**src/rtl/cache_pkg.sv**
```systemverilog
// Shared types and widths for the set-associative write-back cache.
package cache_pkg;

    localparam int unsigned LINE_W = 128;
    localparam int unsigned WORD_W = 32;

    typedef enum logic [1:0] {
        IDLE   = 2'd0,
        WB     = 2'd1,
        REFILL = 2'd2
    } cache_state_e;

endpackage

```
**src/rtl/cache_plru.sv**
```systemverilog
// Per-set replacement state: 1-bit LRU for 2 ways, 3-bit tree pseudo-LRU for 4 ways.
// Victim is the lowest-numbered invalid way, otherwise the least-recently-used way.
module cache_plru #(
    parameter int unsigned WAYS = 2
) (
    input  logic                     i_clk,
    input  logic                     i_rst_n,
    input  logic                     i_update,
    input  logic [$clog2(WAYS)-1:0]  i_way,
    input  logic [WAYS-1:0]          i_valid,
    output logic [$clog2(WAYS)-1:0]  o_victim
);

    localparam int unsigned WAY_W = $clog2(WAYS);

    logic [WAY_W-1:0] w_lru_way;

    generate
        if (WAYS == 4) begin : g_tree
            // Each tree bit points at the less-recently-used half below it.
            logic [2:0] r_tree;

            always_ff @(posedge i_clk or negedge i_rst_n) begin
                if (!i_rst_n) begin
                    r_tree <= '0;
                end else if (i_update) begin
                    r_tree[0] <= ~i_way[1];
                    if (i_way[1]) begin
                        r_tree[2] <= ~i_way[0];
                    end else begin
                        r_tree[1] <= ~i_way[0];
                    end
                end
            end

            assign w_lru_way = r_tree[0] ? {1'b1, r_tree[2]} : {1'b0, r_tree[1]};
        end else begin : g_bit
            logic r_lru;

            always_ff @(posedge i_clk or negedge i_rst_n) begin
                if (!i_rst_n) begin
                    r_lru <= 1'b0;
                end else if (i_update) begin
                    r_lru <= ~i_way[0];
                end
            end

            assign w_lru_way = r_lru;
        end
    endgenerate

    always_comb begin
        o_victim = w_lru_way;
        for (int w = int'(WAYS) - 1; w >= 0; w--) begin
            if (!i_valid[w]) begin
                o_victim = WAY_W'(w);
            end
        end
    end

endmodule

```
**src/rtl/assoc_cache.sv**
```systemverilog
// Set-associative write-back, write-allocate cache with 4-word lines.
// Optional hit/miss counters are enabled by defining ASSOC_CACHE_STATS_EN.
module assoc_cache
    import cache_pkg::*;
#(
    parameter int unsigned WAYS   = 2,
    parameter int unsigned SETS   = 4,
    parameter int unsigned ADDR_W = 30
) (
    input  logic              clk,
    input  logic              proc_reset_n,
    input  logic              proc_read,
    input  logic              proc_write,
    input  logic [ADDR_W-1:0] proc_addr,
    input  logic [WORD_W-1:0] proc_wdata,
    output logic              proc_stall,
    output logic [WORD_W-1:0] proc_rdata,
    output logic              mem_read,
    output logic              mem_write,
    output logic [ADDR_W-3:0] mem_addr,
    input  logic [LINE_W-1:0] mem_rdata,
    output logic [LINE_W-1:0] mem_wdata,
    input  logic              mem_ready
`ifdef ASSOC_CACHE_STATS_EN
    ,
    output logic [31:0]       stat_hit,
    output logic [31:0]       stat_miss
`endif
);

    localparam int unsigned WAY_W = $clog2(WAYS);
    localparam int unsigned IDX_W = $clog2(SETS);
    localparam int unsigned TAG_W = ADDR_W - 2 - IDX_W;

    cache_state_e                r_state;
    logic [SETS-1:0][WAYS-1:0]   r_valid;
    logic [SETS-1:0][WAYS-1:0]   r_dirty;
    logic [TAG_W-1:0]            r_tag  [SETS][WAYS];
    logic [LINE_W-1:0]           r_data [SETS][WAYS];
    logic [WAY_W-1:0]            r_victim;

    logic [TAG_W-1:0]  w_tag;
    logic [IDX_W-1:0]  w_idx;
    logic [6:0]        w_bit;
    logic              w_req;
    logic              w_hit;
    logic [WAY_W-1:0]  w_hit_way;
    logic [WAY_W-1:0]  w_victim_set [SETS];
    logic [WAY_W-1:0]  w_victim;
    logic              w_vic_dirty;
    logic              w_idle_hit;
    logic              w_idle_miss;
    logic              w_wb_done;
    logic              w_rf_done;
    logic              w_lru_upd;
    logic [WAY_W-1:0]  w_lru_way;
    logic [LINE_W-1:0] w_hit_line;
    logic [LINE_W-1:0] w_fill;

    assign w_tag = proc_addr[ADDR_W-1 -: TAG_W];
    assign w_idx = proc_addr[2 +: IDX_W];
    assign w_bit = {proc_addr[1:0], 5'b0};
    assign w_req = proc_read | proc_write;

    always_comb begin
        w_hit     = 1'b0;
        w_hit_way = '0;
        for (int w = 0; w < int'(WAYS); w++) begin
            if (r_valid[w_idx][w] && (r_tag[w_idx][w] == w_tag)) begin
                w_hit     = 1'b1;
                w_hit_way = WAY_W'(w);
            end
        end
    end

    assign w_victim    = w_victim_set[w_idx];
    assign w_vic_dirty = r_valid[w_idx][w_victim] & r_dirty[w_idx][w_victim];
    assign w_idle_hit  = (r_state == IDLE) && w_req && w_hit;
    assign w_idle_miss = (r_state == IDLE) && w_req && !w_hit;
    assign w_wb_done   = (r_state == WB) && mem_ready;
    assign w_rf_done   = (r_state == REFILL) && mem_ready;
    assign w_lru_upd   = w_idle_hit || w_rf_done;
    assign w_lru_way   = (r_state == IDLE) ? w_hit_way : r_victim;
    assign w_hit_line  = r_data[w_idx][w_hit_way];

    // Write misses allocate: the store word is merged into the incoming line.
    always_comb begin
        w_fill = mem_rdata;
        if (proc_write) begin
            w_fill[w_bit +: WORD_W] = proc_wdata;
        end
    end

    for (genvar s = 0; s < SETS; s++) begin : g_set
        cache_plru #(
            .WAYS (WAYS)
        ) u_plru (
            .i_clk    (clk),
            .i_rst_n  (proc_reset_n),
            .i_update (w_lru_upd && (w_idx == IDX_W'(s))),
            .i_way    (w_lru_way),
            .i_valid  (r_valid[s]),
            .o_victim (w_victim_set[s])
        );
    end

    always_ff @(posedge clk or negedge proc_reset_n) begin
        if (!proc_reset_n) begin
            r_state  <= IDLE;
            r_victim <= '0;
        end else begin
            case (r_state)
                IDLE: begin
                    if (w_idle_miss) begin
                        r_victim <= w_victim;
                        r_state  <= w_vic_dirty ? WB : REFILL;
                    end
                end
                WB:      if (mem_ready) r_state <= REFILL;
                REFILL:  if (mem_ready) r_state <= IDLE;
                default: r_state <= IDLE;
            endcase
        end
    end

    always_ff @(posedge clk or negedge proc_reset_n) begin
        if (!proc_reset_n) begin
            r_valid <= '0;
            r_dirty <= '0;
        end else begin
            if (w_idle_hit && proc_write) begin
                r_dirty[w_idx][w_hit_way] <= 1'b1;
            end
            if (w_wb_done) begin
                r_dirty[w_idx][r_victim] <= 1'b0;
            end
            if (w_rf_done) begin
                r_valid[w_idx][r_victim] <= 1'b1;
                r_dirty[w_idx][r_victim] <= proc_write;
            end
        end
    end

    // Tag and data arrays carry no reset; valid bits qualify them.
    always_ff @(posedge clk) begin
        if (w_idle_hit && proc_write) begin
            r_data[w_idx][w_hit_way][w_bit +: WORD_W] <= proc_wdata;
        end
        if (w_rf_done) begin
            r_data[w_idx][r_victim] <= w_fill;
            r_tag[w_idx][r_victim]  <= w_tag;
        end
    end

    always_comb begin
        proc_stall = 1'b0;
        proc_rdata = '0;
        mem_read   = 1'b0;
        mem_write  = 1'b0;
        mem_addr   = '0;
        mem_wdata  = '0;
        if (proc_reset_n) begin
            case (r_state)
                IDLE: begin
                    if (w_req && w_hit) begin
                        if (!proc_write) proc_rdata = w_hit_line[w_bit +: WORD_W];
                    end else if (w_req) begin
                        proc_stall = 1'b1;
                        if (!w_vic_dirty) begin
                            mem_read = 1'b1;
                            mem_addr = proc_addr[ADDR_W-1:2];
                        end
                    end
                end
                WB: begin
                    proc_stall = 1'b1;
                    mem_write  = 1'b1;
                    mem_addr   = {r_tag[w_idx][r_victim], w_idx};
                    mem_wdata  = r_data[w_idx][r_victim];
                end
                REFILL: begin
                    mem_read = 1'b1;
                    mem_addr = proc_addr[ADDR_W-1:2];
                    if (mem_ready) begin
                        if (!proc_write) proc_rdata = mem_rdata[w_bit +: WORD_W];
                    end else begin
                        proc_stall = 1'b1;
                    end
                end
                default: ;
            endcase
        end
    end

`ifdef ASSOC_CACHE_STATS_EN
    logic [31:0] r_stat_hit;
    logic [31:0] r_stat_miss;

    always_ff @(posedge clk or negedge proc_reset_n) begin
        if (!proc_reset_n) begin
            r_stat_hit  <= '0;
            r_stat_miss <= '0;
        end else begin
            if (w_idle_hit && (r_stat_hit != 32'hFFFF_FFFF)) r_stat_hit <= r_stat_hit + 32'd1;
            if (w_idle_miss && (r_stat_miss != 32'hFFFF_FFFF)) r_stat_miss <= r_stat_miss + 32'd1;
        end
    end

    assign stat_hit  = r_stat_hit;
    assign stat_miss = r_stat_miss;
`endif

endmodule

```
**config.mk**
```make
export PLATFORM = sky130hd
export DESIGN_NAME = assoc_cache
export DESIGN_NICKNAME = d
export VERILOG_FILES = /design/src/rtl/cache_pkg.sv /design/src/rtl/cache_plru.sv /design/src/rtl/assoc_cache.sv
export SDC_FILE = /design/constraint.sdc
export NUM_CORES = 2
export LEC_CHECK = 0
export BUFFER_PORTS_ARGS = -buffer_cell sky130_fd_sc_hd__buf_2
export CAP_MARGIN = 20
export CORE_ASPECT_RATIO = 0.8
export CORE_MARGIN = 3
export CORE_UTILIZATION = 50
export DETAILED_ROUTE_END_ITERATION = 6
export HOLD_SLACK_MARGIN = 0.1
export PLACE_DENSITY = 0.69
export SYNTH_ARGS = -nofsm -noshare
export SYNTH_HDL_FRONTEND = slang
export SYNTH_SLANG_ARGS = --single-unit
```
**constraint.sdc**
```tcl
create_clock -name clk -period 7.6 [get_ports clk]
set_input_delay 1.52 -clock clk [delete_from_list [all_inputs] [get_ports clk]]
set_output_delay 1.52 -clock clk [all_outputs]
set_load 0.02 [all_outputs]
```
==> impl_metrics.csv <==
group,metric,value,unit
yosys,ys_seq_elements,1255,
yosys,synth_fp_nets,3853,
routing,drc,0,
yosys,yosysWarnings,0,
setup_path,r2r_slack,2.83,ns
global_routing,grt_pass1_wl,270000,um
floorplanning,die_h,305,um
routing,wirelength,194000,um
routing,routed_via_density,6.62,
floorplanning,dieArea,116000,um^2
timing,fin_crit,7.38,ns
min_path,hold_path_class,"flop to flop",
timing,rsz0062_at_grt,"no",
cts,path_clk_slew,0.06,ns
routing,wl_per_cell,34.2,um
yosys,yosysTopAreaCell,"edfxtp_1",
pwr,p_total,17.8,mW
yosys,seq_area_frac_synth,0.671,
floorplanning,rows,109,
global_routing,grt_max_degree,102,
final_layout,fin_nets,4253,
floorplanning,start_util,0.505,
yosys,synthTopCellsByArea,"edfxtp_1 66%, mux4_2 13%, nand2_1 5.4%, o21ai_0 2.6%, mux2i_1 1.9%",
setup_path,crit_path_end_kind,"output port",
job,drv_cap,0,
place,dp_cells,5431,
cts,clockBufferDepth,3,
setup_path,critPathLaunch,"proc_addr[2]",
global_routing,grt_pass1_vias,34800,
cts,cts_tree,"yes",
yosys,synth_common_cells,"1,232 x edfxtp_1, 813 x nand2_1, 332 x mux4_2, 292 x o21ai_0, 161 x clkbuf_1",
yosys,synth.top_cell.area_share,0.660,
cts,hold_buffers,0,
run_status,status,"finished clean",
timing,fmax,0.136,GHz
timing,maxSlewViolCount,0,
timing,min_period_over_period,0.971,
setup_path,endpoint,"proc_rdata[7]",
final_layout,drive_gt1_frac,0.272,
floorplanning,ios,386,
setup_path,r2r-end,"r_data[2][211]",
routing,drt-initial-drc-count,6838,
global_routing,grt_overflow_total,0,
pwr,p_per_area,277,nW/um^2
final_layout,final_cells,5685,
yosys,synth_area_per_cell,15.3,um^2
yosys,synth_cells,3653,
setup_path,critPathLaunchType,"input pin",
setup_path,reg2reg_from,"r_tag[3][45]",
place,gp_congestion,1.00,
final_layout,nFillCells,8465,
yosys,post-synth-top-count-cell,"edfxtp_1",
pwr,p_leak,22.4,nW
floorplanning,die_x,380,um
cts,cts_sinks,1255,
floorplanning,core,111000,um^2
cts,insertion_delay,0.78,ns
timing,setup-tns-final,0,ns
setup_path,critPathRequiredTime,6.08,ns
final_layout,area_growth,14.9,%
setup_path,reg2reg_depth,10,
timing,tightest_slew,1.19,ns
yosys,ys.flop_type,"edfxtp_1",
routing,num_vias,37600,
pwr,vdd_drop_max,256,uV
yosys,syn-cell-area,56000,um^2
setup_path,setup.worst_path.class,"input pin to output port",
timing,hold_slack,0.496,ns
global_routing,grt.total_usage,0.330,
timing,hold_violations,0,
place,place_hpwl,134000,um
cts,cts_max_level,3,
setup_path,cp.arrival,5.86,ns
routing,firstDrtPassIters,7,
cts,cts_buffers,118,
yosys,synth_cell_types,71,
place,numPortBuffers,385,
yosys,synthArstFlopShare,0.0183,
timing,fin_skew,0.0632,ns
setup_path,cp_max_fo,62,
cts,cts_root_buf,"clkbuf_16",
routing,ant_nets,0,
global_routing,antenna_found_initial,42,
timing,report.final.setup_viol,0,
yosys,synth_edf_count,1232,
timing,slew_headroom,0.203,
worst max-delay path: stages:
cell and delay, ns:
buf_8 0.25, buf_4 0.56, mux2i_1 0.41, o22a_1 0.18
a21oi_1 0.08, nor4_2 0.37, nand4_4 0.41, buf_12 0.40
and2_1 0.21, a211oi_1 0.96, o41ai_2 0.16, buf_2 0.24
placed cells by master (no fill, tap or decap), drive strengths merged, types with 23 or more instances in the layout:
master / instances
a211oi: 32
a21oi: 155
and2: 37
buf: 528
clkbuf: 138
clkinv: 56
dfrtp: 23
diode: 39
edfxtp: 1232
inv: 24
mux2: 41
mux2i: 105
mux4: 333
nand2: 813
nand3: 36
nor2: 34
o21ai: 297
o2bb2ai: 26
xnor2: 34
metrics by stage:
step	utilization	instance area [um^2]	setup slack, ns
floorplan	-	56000	0.965
global placement	0.545	60400	0.401
detailed placement	0.545	60400	0.386
CTS	0.579	64200	0.365
global route	0.580	64300	0.187
finish	0.580	64300	0.221
state kept, by name (all words and copies together) (netlist names):
signal,count
r_dirty,8
r_victim,1
r_valid,8
g_set.u_plru.g_bit.r_lru,4
r_data,1024
r_state,2
r_tag,208
final cells by class:
cell class,count,area (um^2),area share
multi-input cells,2128,17700,0.275
flip-flops and latches,1255,37600,0.584
repair buffers,528,3170,0.0493
clock buffers,138,3050,0.0474
well taps,1498,1870,0.0291
clock inverters,77,796,0.0124
inverters,22,87.6,0.00136
diodes,39,97.6,0.00152
cells by family (layout without fill, tap and decap cells):
logic type | after synthesis | after routing | share of synthesized area
XOR/XNOR | 41 | 41 | 0.00641
flip-flops | 1255 | 1255 | 0.671
other | 0 | 39 | 0
AND/OR/NAND/NOR | 995 | 995 | 0.0737
adder cells (fa/ha/maj) | 5 | 5 | 0.00112
AO/OA/AOI/OAI | 608 | 608 | 0.0650
buffers and inverters | 270 | 765 | 0.0213
multiplexers | 479 | 479 | 0.162
metal layers:
metal	global-route usage	vias to the layer above	routed length, um
met5	0.0270	-	586
met4	0.155	26	10600
met3	0.156	537	34000
met2	0.444	3221	80100
met1	0.451	18800	69100
li1	-	15000	-
how the worst min path moves through the flow:
stage               depth (start not counted)  slack (ns)    endpoint        from
floorplan                                   2        0.44  r_valid[5]  r_valid[5]
global placement                            2        0.46  r_dirty[2]  r_dirty[2]
detailed placement                          2        0.47  r_dirty[2]  r_dirty[2]
CTS                                         2        0.48  r_dirty[2]  r_dirty[2]
global route                                1        0.51  r_valid[2]  r_valid[2]
finish                                      2        0.50  r_dirty[2]  r_dirty[2]
power breakdown:
| group | switching [mW] | total (mW) | internal (mW) | leakage (nW) |
|---|---|---|---|---|
| Sequential | 0.171 | 8.46 | 8.29 | 11.6 |
| Combinational | 2.49 | 3.43 | 0.939 | 8.95 |
| Clock | 2.64 | 5.92 | 3.28 | 1.85 |
timing repair:
item,CTS,global route
setup buffers,0,0
setup endpoints to repair,0,1
resized for setup,0,1
No activity file was read; power rests on OpenSTA's default activity.
